--- src/rtl/riscv_pipe_pkg.sv ---
// Shared pipeline definitions: hazard FSM state encoding, NOP encodings and
// the legal range of the branch penalty.
package riscv_pipe_pkg;

    typedef enum logic [1:0] {
        StRun     = 2'd0,
        StFlush   = 2'd1,
        StMemWait = 2'd2
    } hcu_state_e;

    localparam logic [31:0] NOP_INSTR = 32'h00000013;  // addi x0, x0, 0
    localparam logic [3:0]  ALU_NOP   = 4'hF;

    localparam int unsigned BRANCH_PENALTY_MIN = 1;
    localparam int unsigned BRANCH_PENALTY_MAX = 3;

endpackage

--- src/rtl/sat_counter32.sv ---
// 32-bit event counter with synchronous clear that sticks at all-ones.
module sat_counter32 (
    input  logic        clk,
    input  logic        clr,
    input  logic        en,
    output logic [31:0] count
);

    logic [31:0] r_count;

    // Clear has priority; increment only while below the saturation value.
    always_ff @(posedge clk) begin
        if (clr) begin
            r_count <= '0;
        end else if (en && (r_count != 32'hFFFF_FFFF)) begin
            r_count <= r_count + 32'd1;
        end
    end

    assign count = r_count;

endmodule

--- src/rtl/hazard_control_unit.sv ---
// Pipeline hazard controller: load-use bubbles, multi-cycle branch flushes and
// data-memory wait freezes. Define HAZARD_PERF_CNT_EN to build the three
// performance counters; otherwise the perf ports are tied to zero.
module hazard_control_unit
    import riscv_pipe_pkg::*;
#(
    parameter int unsigned BRANCH_PENALTY = 1,
    parameter int unsigned MEM_TIMEOUT    = 255
) (
    input  logic        clk,
    input  logic        rst,
    input  logic [4:0]  id_rs1_addr,
    input  logic [4:0]  id_rs2_addr,
    input  logic        id_uses_rs1,
    input  logic        id_uses_rs2,
    input  logic        ex_mem_read,
    input  logic [4:0]  ex_rd_addr,
    input  logic        ex_branch_taken,
    input  logic        mem_req_valid,
    input  logic        mem_ready,
    output logic        pc_write,
    output logic        if_id_write,
    output logic        if_id_flush,
    output logic        pipeline_stall,
    output logic        id_ex_hold,
    output logic        mem_timeout_err,
    output logic [31:0] perf_stall_cycles,
    output logic [31:0] perf_flush_events,
    output logic [31:0] perf_load_use_events
);

    // Out-of-range penalties are clamped into the supported window.
    localparam int unsigned BpEff =
        (BRANCH_PENALTY < BRANCH_PENALTY_MIN) ? BRANCH_PENALTY_MIN :
        (BRANCH_PENALTY > BRANCH_PENALTY_MAX) ? BRANCH_PENALTY_MAX : BRANCH_PENALTY;
    localparam int unsigned WaitW = (MEM_TIMEOUT < 1) ? 1 : $clog2(MEM_TIMEOUT + 1);
    localparam logic [1:0]       FlushReload = 2'(BpEff - 1);
    localparam logic [WaitW-1:0] WaitMax     = WaitW'(MEM_TIMEOUT);

    hcu_state_e       r_state, w_state_d;
    hcu_state_e       r_ret_state, w_ret_state_d;
    logic [1:0]       r_flush_cnt, w_flush_cnt_d;
    logic [WaitW-1:0] r_wait_cnt, w_wait_cnt_d;
    logic             r_err;

    logic w_mem_miss, w_load_use;
    logic w_freeze, w_do_run, w_do_flush;
    logic w_pc_write, w_if_id_write, w_if_id_flush, w_pipeline_stall, w_id_ex_hold;

    assign w_mem_miss = mem_req_valid && !mem_ready;
    assign w_load_use = ex_mem_read && (ex_rd_addr != 5'd0) &&
                        ((id_uses_rs1 && (ex_rd_addr == id_rs1_addr)) ||
                         (id_uses_rs2 && (ex_rd_addr == id_rs2_addr)));

    // Pick which rule set governs this cycle, then apply it to outputs and next state.
    always_comb begin
        w_pc_write       = 1'b1;
        w_if_id_write    = 1'b1;
        w_if_id_flush    = 1'b0;
        w_pipeline_stall = 1'b0;
        w_id_ex_hold     = 1'b0;
        w_state_d        = r_state;
        w_ret_state_d    = r_ret_state;
        w_flush_cnt_d    = r_flush_cnt;
        w_wait_cnt_d     = '0;
        w_freeze         = 1'b0;
        w_do_run         = 1'b0;
        w_do_flush       = 1'b0;

        unique case (r_state)
            StRun: begin
                if (w_mem_miss) begin
                    w_freeze      = 1'b1;
                    w_state_d     = StMemWait;
                    w_ret_state_d = StRun;
                end else begin
                    w_do_run = 1'b1;
                end
            end
            StFlush: begin
                if (w_mem_miss) begin
                    w_freeze      = 1'b1;
                    w_state_d     = StMemWait;
                    w_ret_state_d = StFlush;
                end else begin
                    w_do_flush = 1'b1;
                end
            end
            StMemWait: begin
                if (!mem_ready) begin
                    w_freeze = 1'b1;
                end else if ((r_ret_state == StFlush) && (r_flush_cnt != 2'd0)) begin
                    w_do_flush = 1'b1;
                end else begin
                    w_do_run = 1'b1;
                end
            end
            default: begin
                w_do_run = 1'b1;
            end
        endcase

        if (w_freeze) begin
            w_pc_write    = 1'b0;
            w_if_id_write = 1'b0;
            w_id_ex_hold  = 1'b1;
            w_wait_cnt_d  = (r_wait_cnt != WaitMax) ? (r_wait_cnt + WaitW'(1)) : r_wait_cnt;
        end

        // A taken branch (re)starts the flush window from either rule set.
        if ((w_do_run || w_do_flush) && ex_branch_taken) begin
            w_if_id_flush    = 1'b1;
            w_pipeline_stall = 1'b1;
            w_flush_cnt_d    = FlushReload;
            w_state_d        = (BpEff > 1) ? StFlush : StRun;
        end else if (w_do_flush) begin
            w_if_id_flush    = 1'b1;
            w_pipeline_stall = 1'b1;
            w_flush_cnt_d    = r_flush_cnt - 2'd1;
            w_state_d        = (r_flush_cnt <= 2'd1) ? StRun : StFlush;
        end else if (w_do_run) begin
            w_state_d = StRun;
            if (w_load_use) begin
                w_pc_write       = 1'b0;
                w_if_id_write    = 1'b0;
                w_pipeline_stall = 1'b1;
            end
        end
    end

    // State, counters and the sticky timeout flag.
    always_ff @(posedge clk) begin
        if (rst) begin
            r_state     <= StRun;
            r_ret_state <= StRun;
            r_flush_cnt <= 2'd0;
            r_wait_cnt  <= '0;
            r_err       <= 1'b0;
        end else begin
            r_state     <= w_state_d;
            r_ret_state <= w_ret_state_d;
            r_flush_cnt <= w_flush_cnt_d;
            r_wait_cnt  <= w_wait_cnt_d;
            r_err       <= r_err | (w_wait_cnt_d == WaitMax);
        end
    end

    // Reset forces every output low, including the enables.
    assign pc_write        = !rst && w_pc_write;
    assign if_id_write     = !rst && w_if_id_write;
    assign if_id_flush     = !rst && w_if_id_flush;
    assign pipeline_stall  = !rst && w_pipeline_stall;
    assign id_ex_hold      = !rst && w_id_ex_hold;
    assign mem_timeout_err = !rst && r_err;

`ifdef HAZARD_PERF_CNT_EN
    logic [31:0] w_cnt_stall, w_cnt_flush, w_cnt_lu;
    logic        w_branch_svc, w_lu_bubble;

    // Flush with a taken branch in EX is a serviced branch; a stall without
    // flush or hold is a load-use bubble.
    assign w_branch_svc = w_if_id_flush && ex_branch_taken;
    assign w_lu_bubble  = w_pipeline_stall && !w_if_id_flush && !w_id_ex_hold;

    sat_counter32 u_cnt_stall (
        .clk   (clk),
        .clr   (rst),
        .en    (!w_pc_write),
        .count (w_cnt_stall)
    );

    sat_counter32 u_cnt_flush (
        .clk   (clk),
        .clr   (rst),
        .en    (w_branch_svc),
        .count (w_cnt_flush)
    );

    sat_counter32 u_cnt_lu (
        .clk   (clk),
        .clr   (rst),
        .en    (w_lu_bubble),
        .count (w_cnt_lu)
    );

    assign perf_stall_cycles    = rst ? 32'd0 : w_cnt_stall;
    assign perf_flush_events    = rst ? 32'd0 : w_cnt_flush;
    assign perf_load_use_events = rst ? 32'd0 : w_cnt_lu;
`else
    assign perf_stall_cycles    = 32'd0;
    assign perf_flush_events    = 32'd0;
    assign perf_load_use_events = 32'd0;
`endif

endmodule

--- config.mk ---
export PLATFORM = sky130hd
export DESIGN_NAME = hazard_control_unit
export DESIGN_NICKNAME = d
export VERILOG_FILES = /design/src/rtl/riscv_pipe_pkg.sv /design/src/rtl/sat_counter32.sv /design/src/rtl/hazard_control_unit.sv
export SDC_FILE = /design/constraint.sdc
export NUM_CORES = 1
export LEC_CHECK = 0
export CORE_ASPECT_RATIO = 2
export CORE_UTILIZATION = 36
export CTS_BUF_LIST = sky130_fd_sc_hd__clkbuf_8
export DETAILED_ROUTE_END_ITERATION = 7
export GPL_TIMING_DRIVEN = 0
export PLACE_DENSITY = 0.9
export SETUP_SLACK_MARGIN = 0.05
export SYNTH_ARGS = -nofsm -noshare
export SYNTH_HDL_FRONTEND = slang
export SYNTH_SLANG_ARGS = --single-unit
--- constraint.sdc ---
create_clock -name clk -period 2.75 [get_ports clk]
set_input_delay 0.6875 -clock clk [delete_from_list [all_inputs] [get_ports clk]]
set_output_delay 0.6875 -clock clk [all_outputs]
set_load 0.02 [all_outputs]
==> summary.md <==
| Metric | Value |
|---|---|
| Outcome | finished clean |
| Layout cell share with drive strength beyond 1 | 38.62% |
| Ranking of synthesized cells by area | buf_4 42%, dfxtp_1 16%, xnor2_1 6.0% |
| Period minus WS final | 2.652 ns |
| Via count | 1,549 |
| IO buf count | 27 |
| Global-route wire length before repair | ~5500 um |
| Area leader, netlist | buf_4 |
| Synth Area per Inst | 7.875 um^2 |
| Chip height | 100.3 um |
| Hold path depth | 2 |
| Inst Count DP | 398 |
| Max-slew violation count | 0 |
| Total of max-cap violations | 0 |
| NumNets Final | ~380 |
| Setup Fix Bufs, Post-CTS | 0 |
| Initial detailed-routing violation count | 7 |
| Most frequent cells after synthesis | 97 x buf_4, 18 x nor2_1, 14 x dfxtp_1, 12 x xnor2_1, 9 x nand2_1 |
| Tot Pwr | 0.7243 mW |
| Routed vias/inst | between 3 and 4 |
| Worst EP arrival | 1.96 ns |
| Ys async rst share | 0% |
| Final worst path period share | 96.44% |
| Seq/Total Area, Yosys | 16.10% |
| Final hold slack | 0.4813 ns |
| Routability congestion estimate from global placement | around 0.88 |
| Clk sink count | 14 |
| Setup crit end kind | primary output |
| Total GRT Usage | 13.88% |
| Clk root buf | clkbuf_8 |
| Switching share of power | 35.20% |
| CTS clk-pin slew, worst paths | 0.06 ns |
| Synth Flop Type | dfxtp_1 |
| DR pass1 iterations | 4 |
| Netlist cell types | 44 |
| Row count | 35 |
| Num CTS Buffers | 3 |
| #FFs+latches synth | 14 |
| Number of synthesized flops with an enable pin | 0 |
| Most common cell in the netlist | buf_4 |
| RSZ-0062 raised after global routing | true |
| Remaining routing DRC violations | 0 |
| Post-route antenna net violation count | 0 |
| Final Hold Fails | 0 |
| Internal power | 0.4693 mW |
| Leak | 1.426 nW |
| Multi-input logic area | between 1000 and 1500 um^2 |
| Routed len/inst | approximately 8.9 um |
| Skew final | 0.005148 ns |
| CTS tree | built |
| R2R depth | 5 |
| Max Freq | 0.3771 GHz |
| Crit Path Class | flop to primary output |
| Worst endpoint required time | 2.06 ns |
| Largest net degree at the start of global routing | 10 |
| # H-tree levels | 1 |
| Power Density | 283.8 nW/um^2 |
| Worst-Skew Late Latency | 0.25 ns |
| Starting Density | between 30% and 40% |
| Yosys warnings | 0 |
| Reg area | just under 300 um^2 |
| Final setup fails | 0 |
| Synthesis-to-finish area growth | 46.66% |
| Max clock buf depth | 2 |
| Die width | slightly above 50 um |
| Die ar. | a little over 5000 um^2 |
| Power share of the combinational group | a little over two fifths |
| Final WL | 3590 um |
| Clk pwr share | 27.9% |
| Peak VDD IR | 0.2131 mV |
| Crit path launch type | flop |
| Synthesized area | 1740 um^2 |
| Hold WC Path Type | flop to flop |
| Post-Syn Instances | 221 |
| CORE AREA | 4642 um^2 |
| Final Non-Filler Cells | 402 |
| Initial antenna violation count | 0 |
| Ant. Diodes | 0 |
| Sequential power share | between 20% and 30% |
| Fillers | 420 |
| I/O Pins | 125 |
| DP HPWL | 3034 um |
| CP Max Fanout | 9 |
| Vias in the first global route | 1,339 |
| Share of the synthesized area in the top cell type | 41.84% |
| Grt ovf | 0 |
| Sw Pwr | between 0.2 and 0.3 mW |
## placed cells by master, fill, tap and decap left out, drive strengths merged, types with 2 or more instances in the layout
cell type / synthesis / final
buf: 98 / 107
dlygate4sd2: 0 / 5
nor2: 18 / 18
clkdlybuf4s50: 0 / 2
nand4: 3 / 3
inv: 8 / 8
xnor2: 12 / 12
o21ai: 3 / 3
clkdlybuf4s15: 0 / 8
a211oi: 4 / 4
a32o: 2 / 2
nand2b: 3 / 3
nand2: 9 / 9
nor2b: 2 / 2
dlymetal6s2s: 0 / 2
nor3: 7 / 7
dfxtp: 14 / 14
ha: 7 / 7
or3: 2 / 2
conb: 1 / 96
clkbuf: 1 / 6
a21oi: 5 / 5
nand3: 3 / 3
## logic make-up (layout without fill, tap and decap cells)
| family | after synthesis | count (layout) | synth area share (%) |
|---|---|---|---|
| AO/OA/AOI/OAI | 26 | 26 | 11.14 |
| XOR/XNOR | 13 | 13 | 6.542 |
| adder cells (fa/ha/maj) | 7 | 7 | 5.032 |
| buffers and inverters | 107 | 138 | 44.07 |
| flip-flops | 14 | 14 | 16.10 |
| multiplexers | 1 | 1 | 0.5751 |
| other | 1 | 96 | 0.2155 |
| AND/OR/NAND/NOR | 52 | 52 | 16.32 |
## cell type report
| type | instances | area share [%] |
|---|---|---|
| plain buffers | 99 | 29.12 |
| repair buffers | 27 | 9.167 |
| inverters | 8 | 1.176 |
| flip-flops and latches | 14 | 11.32 |
| multi-input cells | 195 | 44.36 |
| clock buffers | 4 | 2.157 |
| well taps | 55 | 2.696 |
## power groups by stage
stage / Clock [mW] / Combinational (mW) / Sequential (mW)
floorplan: 0 / 0.262 / 0.210
global placement: 0 / 0.314 / 0.210
detailed placement: 0 / 0.316 / 0.210
CTS: 0.207 / 0.309 / 0.206
global route: 0.214 / 0.340 / 0.204
finish: 0.202 / 0.318 / 0.204
## per-layer routing
metal  part of all wire, %  global-route usage, %
met5                     0                      0
met4                   2.3                  6.838
met3                    12                  1.970
met2                    56                  29.05
met1                    30                  11.50
## timing repair
item	in CTS	in global routing
resized for setup	62	32
cloned	0	0
hold buffers	0	0
pin swaps	18	15
setup endpoints to repair	5	5
## state kept, by name, indices dropped and copies added, names as in the netlist
register and cells:
r_err 1, r_ret_state 1, r_wait_cnt 8, r_state 2
r_flush_cnt 2
## critical path, stage by stage, from the launching register on
cell and delay, ns:
dfxtp_4 0.36, inv_1 0.08, ha_2 0.22, a31oi_4 0.17, nor2_4 0.09, or3_1 0.31
o211a_1 0.24, buf_6 0.12, buf_6 0.12
## final timing paths
check | start | endpoint | slack, ns
setup / recovery | r_state[1]$_SDFFE_PP0P_ | pc_write | 0.1
hold / removal | r_flush_cnt[1]$_SDFFE_PP0P_ | r_state[0]$_SDFFE_PP0P_ | 0.48
setup reg to reg | r_wait_cnt[0]$_SDFF_PP0_ | r_err$_SDFF_PP0_ | 1.02
hold reg to reg | r_flush_cnt[1]$_SDFFE_PP0P_ | r_state[0]$_SDFFE_PP0P_ | 0.48
## stage by stage
step                      worst slack [ns]  TNS [ns]  area, um^2  utilization (%)
final                              0.09785         0        2552            54.99
after global routing             0.0008800         0        2552            54.99
after CTS                          0.02238         0        2500            53.85
after detailed placement           -0.8267    -3.311        2436            52.48
after global placement             -0.8105    -3.214        2436            52.48
after floorplan                     0.2076         0        2097                -
No activity file was read; power rests on OpenSTA's default activity.
==> patch 1: new RTL, config.mk and constraints unchanged <==
Change the parameter `MEM_TIMEOUT` from 255 to 510.
--- a/src/rtl/hazard_control_unit.sv
+++ b/src/rtl/hazard_control_unit.sv
@@ -6,5 +6,5 @@
 #(
     parameter int unsigned BRANCH_PENALTY = 1,
-    parameter int unsigned MEM_TIMEOUT    = 255
+    parameter int unsigned MEM_TIMEOUT    = 510
 ) (
     input  logic        clk,
Function: no difference found for any inputs over 10 cycles, from zero or initial values and one cycle with rst high; that may be too few to reach the edited logic, so the function may still have changed.
==> patch 1 against the unedited design <==
Sequential share of layout area increased by 0.62 points; synthesized cell count unchanged; maximum frequency decreased by 2.9%; setup slack got worse by 0.080 ns; via count increased by 1.5%; global-route usage decreased by 1.9 points; cell area decreased by 1.1%; routed wire length decreased by 2.8%; power decreased by 1.2%; sequential cell count increased by 1; area after synthesis increased by 0.72%; clock skew decreased by 0.0043 ns.
==> patch 1: results (changes against the unedited design) <==
* Vias/cell at 3.881 (+0.73%)
* Worst setup margin at 0.01799 ns (-0.07986 ns)
* Critical Path AT at 2.04 ns (+0.08 ns)
* Final hold slack at 0.4747 ns (-0.006630 ns)
* Share of layout cells above drive strength 1 at 0.3943 (+0.008119)
* Sw power at 252.0 µW (-1.2%)
* Register area share after synthesis at 0.1713 (+0.01027)
* Pre-CTS WS at -0.9418 ns (-0.1151 ns)
* First-pass GRT wire length at 4926 µm (-11%)
* Max incr delay on CP at 0.44 ns (+0.08 ns)
* Post-DP HPWL at 3033 µm (about the same)
* Compound-Gate Fraction of Synth Area at 0.1078 (-0.003650)
* Routed len/inst at 8.615 µm (-3.5%)
* Syn avg cell area at 7.932 µm² (+0.72%)
* XOR/XNOR share of the synthesized area at 0.05996 (-0.005463)
* Async S/R FF share, synth at 0 (unchanged)
* Reg2reg setup slack at 0.96 ns (-0.06 ns)
* HP Start: r_err$_SDFF_PP0_
* Cell family with most CP delay: compound AO/OA/AOI/OAI gates
* 1st-iter DRT viols at 28 (+21)
* GRT Overall Usage at 0.1198 (-0.01895)
* Fillers at 448 (+6.7%)
* CP max-delay cell: o41a_1
* Status: complete, no violations
* Regs by FF count: r_wait_cnt (9), r_flush_cnt (2), r_state (2)
* Nets at 382 (+1.1%)
* Synth top area cells: buf_4, dfxtp_1, ha_1
* Vias in the first global route at 1282 (-4.3%)
* CTS clock-pin slew for the worst setup and hold paths at 0.06 ns (about the same)
* R2R depth at 8 (+3)
* Yosys cell types at 39 (-11%)
* Worst-path fanout max at 5 (-4)
* Setup Skew at 0.0008894 ns (-0.004259 ns)
* Post-Synth Adder-Cell Area at 0.05710 (+0.006779)
* Synth warnings at 0 (unchanged)
* GP Congestion at 0.9593 (+9.3%)
* Post-synthesis mux area share at 0.005710 (-0.00004105)
* Worst setup path startpoint: mem_ready
* Largest net degree at the start of global routing at 11 (+1)
* Leak pwr at 1.426 nW (about the same)
* Fin cells at 405 (+0.75%)
* Peak VDD IR at 0.0003966 V (+86%)
* Post-synth top cells: buf_4, dfxtp_1, nor2_1
## patch 1: worst min path at each step
stage                       endpoint  slack, ns
detailed placement  r_err$_SDFF_PP0_       0.45
finish              r_err$_SDFF_PP0_       0.47
CTS                 r_err$_SDFF_PP0_       0.47
global placement    r_err$_SDFF_PP0_       0.45
global route        r_err$_SDFF_PP0_       0.51
floorplan           r_err$_SDFF_PP0_       0.42
## patch 1: final cells by class
| cell class | count | area share |
|---|---|---|
| multi-input combinational | 191 | 0.4227 |
| buffer | 100 | 0.2963 |
| sequential | 15 | 0.1194 |
| timing repair buffer | 31 | 0.1031 |
| tap | 55 | 0.02725 |
| clock buffer | 3 | 0.01635 |
| inverter | 9 | 0.01338 |
| clock inverter | 1 | 0.001487 |
## patch 1: repair_timing
item	in CTS	in global routing
endpoints found under the hold margin	0	0
pin swaps	19	6
gates resized for setup	95	16
endpoints found under the setup margin	5	5
setup buffers	2	2
## patch 1: power by group through the flow
stage | Clock, mW | Sequential, mW | Combinational [mW]
global route | 0.181 | 0.220 | 0.346
detailed placement | 0 | 0.225 | 0.314
floorplan | 0 | 0.225 | 0.262
global placement | 0 | 0.225 | 0.311
finish | 0.171 | 0.220 | 0.324
CTS | 0.174 | 0.220 | 0.308
## patch 1: per-stage QoR
stage               power, mW  area [µm²]
CTS                    0.7018        2471
floorplan              0.4864        2110
finish                 0.7154        2525
global route           0.7477        2525
global placement       0.5362        2449
detailed placement     0.5386        2449
## patch 1: routing by layer
layer,global-route usage,vias to the layer above,share of wire
li1,-,802,-
met1,0.09074,665,0.29
met2,0.2571,91,0.57
met3,0.02112,14,0.10
met4,0.06237,0,0.027
met5,0,-,0
==> patch 2: new RTL, config.mk and constraints unchanged <==
Made on the original files. The 3 states of `hcu_state_e` get a one-hot encoding in 3 bits.
--- a/src/rtl/riscv_pipe_pkg.sv
+++ b/src/rtl/riscv_pipe_pkg.sv
@@ -3,8 +3,8 @@
 package riscv_pipe_pkg;
 
-    typedef enum logic [1:0] {
-        StRun     = 2'd0,
-        StFlush   = 2'd1,
-        StMemWait = 2'd2
+    typedef enum logic [2:0] {
+        StRun     = 3'b001,
+        StFlush   = 3'b010,
+        StMemWait = 3'b100
     } hcu_state_e;
 
Check against the original RTL: same outputs for any inputs over 10 cycles, from zero or initial values and one cycle with rst high; not proved beyond that.
==> patch 2 against the unedited design <==
Routed wire length up 3.5%; setup slack worse by 0.48 ns; area after synthesis increased by 1.1%; sequential share of layout area rose by 0.97 points; sequential cell count up 2; the flow now finishes with violations (negative setup slack); die area up 1.0%; cell area up 2.1%; critical path depth unchanged; largest cell class unchanged; clock power increased by 4%; power increased by 7.0%; hold slack gained 0.0015 ns.
==> patch 2: results (changes against the unedited design) <==
* Placed cell areas at 2469 µm² (+1.3%)
* HP Start: r_ret_state[1]$_SDFFE_PP0P_
* Worst setup margin at -0.3831 ns (-0.4809 ns)
* Vias/cell at 3.924 (+1.8%)
* Clk buf depth at 2 (unchanged)
* GRT Overall Usage at 0.1346 (-0.004164)
* Setup Skew at 0.004684 ns (-0.0004640 ns)
* DP Cell Count at 399 (+0.25%)
* Largest net degree at the start of global routing at 10 (unchanged)
* Worst-path fanout max at 3 (-6)
* Regs by FF count: r_wait_cnt (8), r_state (3)
* Final hold slack at 0.4828 ns (+0.001468 ns)
* # diodes at 0 (unchanged)
* Syn avg cell area at 7.960 µm² (+1.1%)
* Vias in the first global route at 1365 (+1.9%)
* Cts bufs inserted at 3 (unchanged)
* Hold Path End: r_ret_state[1]$_SDFFE_PP0P_
* Sw power at 268.0 µW (+5.1%)
* 1st-iter DRT viols at 22 (+15)
* GP Congestion at 0.7976 (-9.2%)
* Fillers at 426 (+1.4%)
* Fin cells at 408 (+1.5%)
* Worst r2r src: r_state[1]$_SDFFE_PP0P_
* Reg2reg setup slack at 1.06 ns (+0.04 ns)
* Register area share after synthesis at 0.1821 (+0.02104)
* Post-DP HPWL at 2953 µm (-2.7%)
* Final WL at 3717 µm (+3.5%)
* Post-synth top cells: buf_4, dfxtp_1, nor2_1
* R2R depth at 6 (+1)
* CTS H-Tree Depth at 1 (unchanged)
* Violated checks: negative setup slack
* I/O Buffers at 28 (+3.7%)
* Clk Latency, worst-skew pair at 0.25 ns (about the same)
* Leak pwr at 1.439 nW (+0.92%)
* Peak VDD IR at 0.0001928 V (-9.5%)
* Hold Path Cell Cnt at 2 (unchanged)
* Status: finished with violations
* Register area at 320.3 µm² (+11%)
* CTS clock-pin slew for the worst setup and hold paths at 0.07 ns
* DR pass1 iterations at 6 (+2)
* Final setup vio count at 3 (+3)
* First-pass GRT wire length at 5375 µm (-2.4%)
* Synth top area cells: buf_4, dfxtp_1, xor2_1
* Critical Path AT at 2.45 ns (+0.49 ns)
* Nets at 380 (+0.53%)
* Share of layout cells above drive strength 1 at 0.4079 (+0.02176)
patch 2: routing by layer:
metal | up-vias | track usage | routed length (µm)
li1 | 808 | - | -
met1 | 673 | 0.1089 | 1079
met2 | 109 | 0.2817 | 2160
met3 | 11 | 0.02564 | 364
met4 | 0 | 0.06237 | 113
met5 | - | 0 | 0
patch 2: area by class of cell:
class | instances | share of cell area
Multi-Input combinational cell | 192 | 0.4205
Buffer | 100 | 0.2880
Sequential cell | 16 | 0.1229
Timing Repair Buffer | 33 | 0.1095
Tap cell | 55 | 0.02640
Clock buffer | 4 | 0.02112
Inverter | 8 | 0.01152
patch 2: per-stage QoR:
stage / TNS [ns] / worst slack [ns]
after global placement: -4.385 / -1.056
after global routing: -1.250 / -0.4249
after CTS: -0.5631 / -0.2324
after detailed placement: -4.492 / -1.086
after floorplan: -0.04914 / -0.04914
final: -1.069 / -0.3831
patch 2: worst max-delay path by stage:
| stage | startpoint | endpoint | cells past startpoint |
|---|---|---|---|
| detailed placement | ex_rd_addr[0] | pc_write | 8 |
| floorplan | ex_rd_addr[4] | pc_write | 6 |
| finish | ex_rd_addr[2] | pc_write | 8 |
| CTS | ex_rd_addr[2] | pc_write | 8 |
| global route | ex_rd_addr[2] | pc_write | 8 |
| global placement | ex_rd_addr[0] | pc_write | 8 |
patch 2: cell families after synthesis:
logic type,count (synthesis),share of synthesized area
AOI/OAI and AO/OA,24,0.09034
xor gates and xnor gates,14,0.06970
adders and majority gates,3,0.02134
buffers and inverters,108,0.4381
DFF,16,0.1821
muxes,1,0.005690
other,1,0.002132
and+or+nand+nor,54,0.1906
patch 2: repair_timing:
item / 4_1_cts / 5_1_grt
buffers inserted: 3 / 2
gates resized for setup: 89 / 16
pin swaps: 16 / 12
endpoints found under the setup margin: 6 / 5
patch 2: power groups by stage:
stage / combinational, mW / clock, mW / sequential, mW
floorplan: 0.259 / 0 / 0.241
global placement: 0.311 / 0 / 0.242
detailed placement: 0.312 / 0 / 0.242
CTS: 0.313 / 0.214 / 0.237
global route: 0.350 / 0.225 / 0.237
finish: 0.328 / 0.210 / 0.237
patch 2: worst max-delay path: stages:
cell and delay [ns]:
buf_6 0.10, xor2_1 0.16, nor4_2 0.34, a32oi_1 0.17
or3_4 0.41, o31a_1 0.33, buf_6 0.12, buf_6 0.12
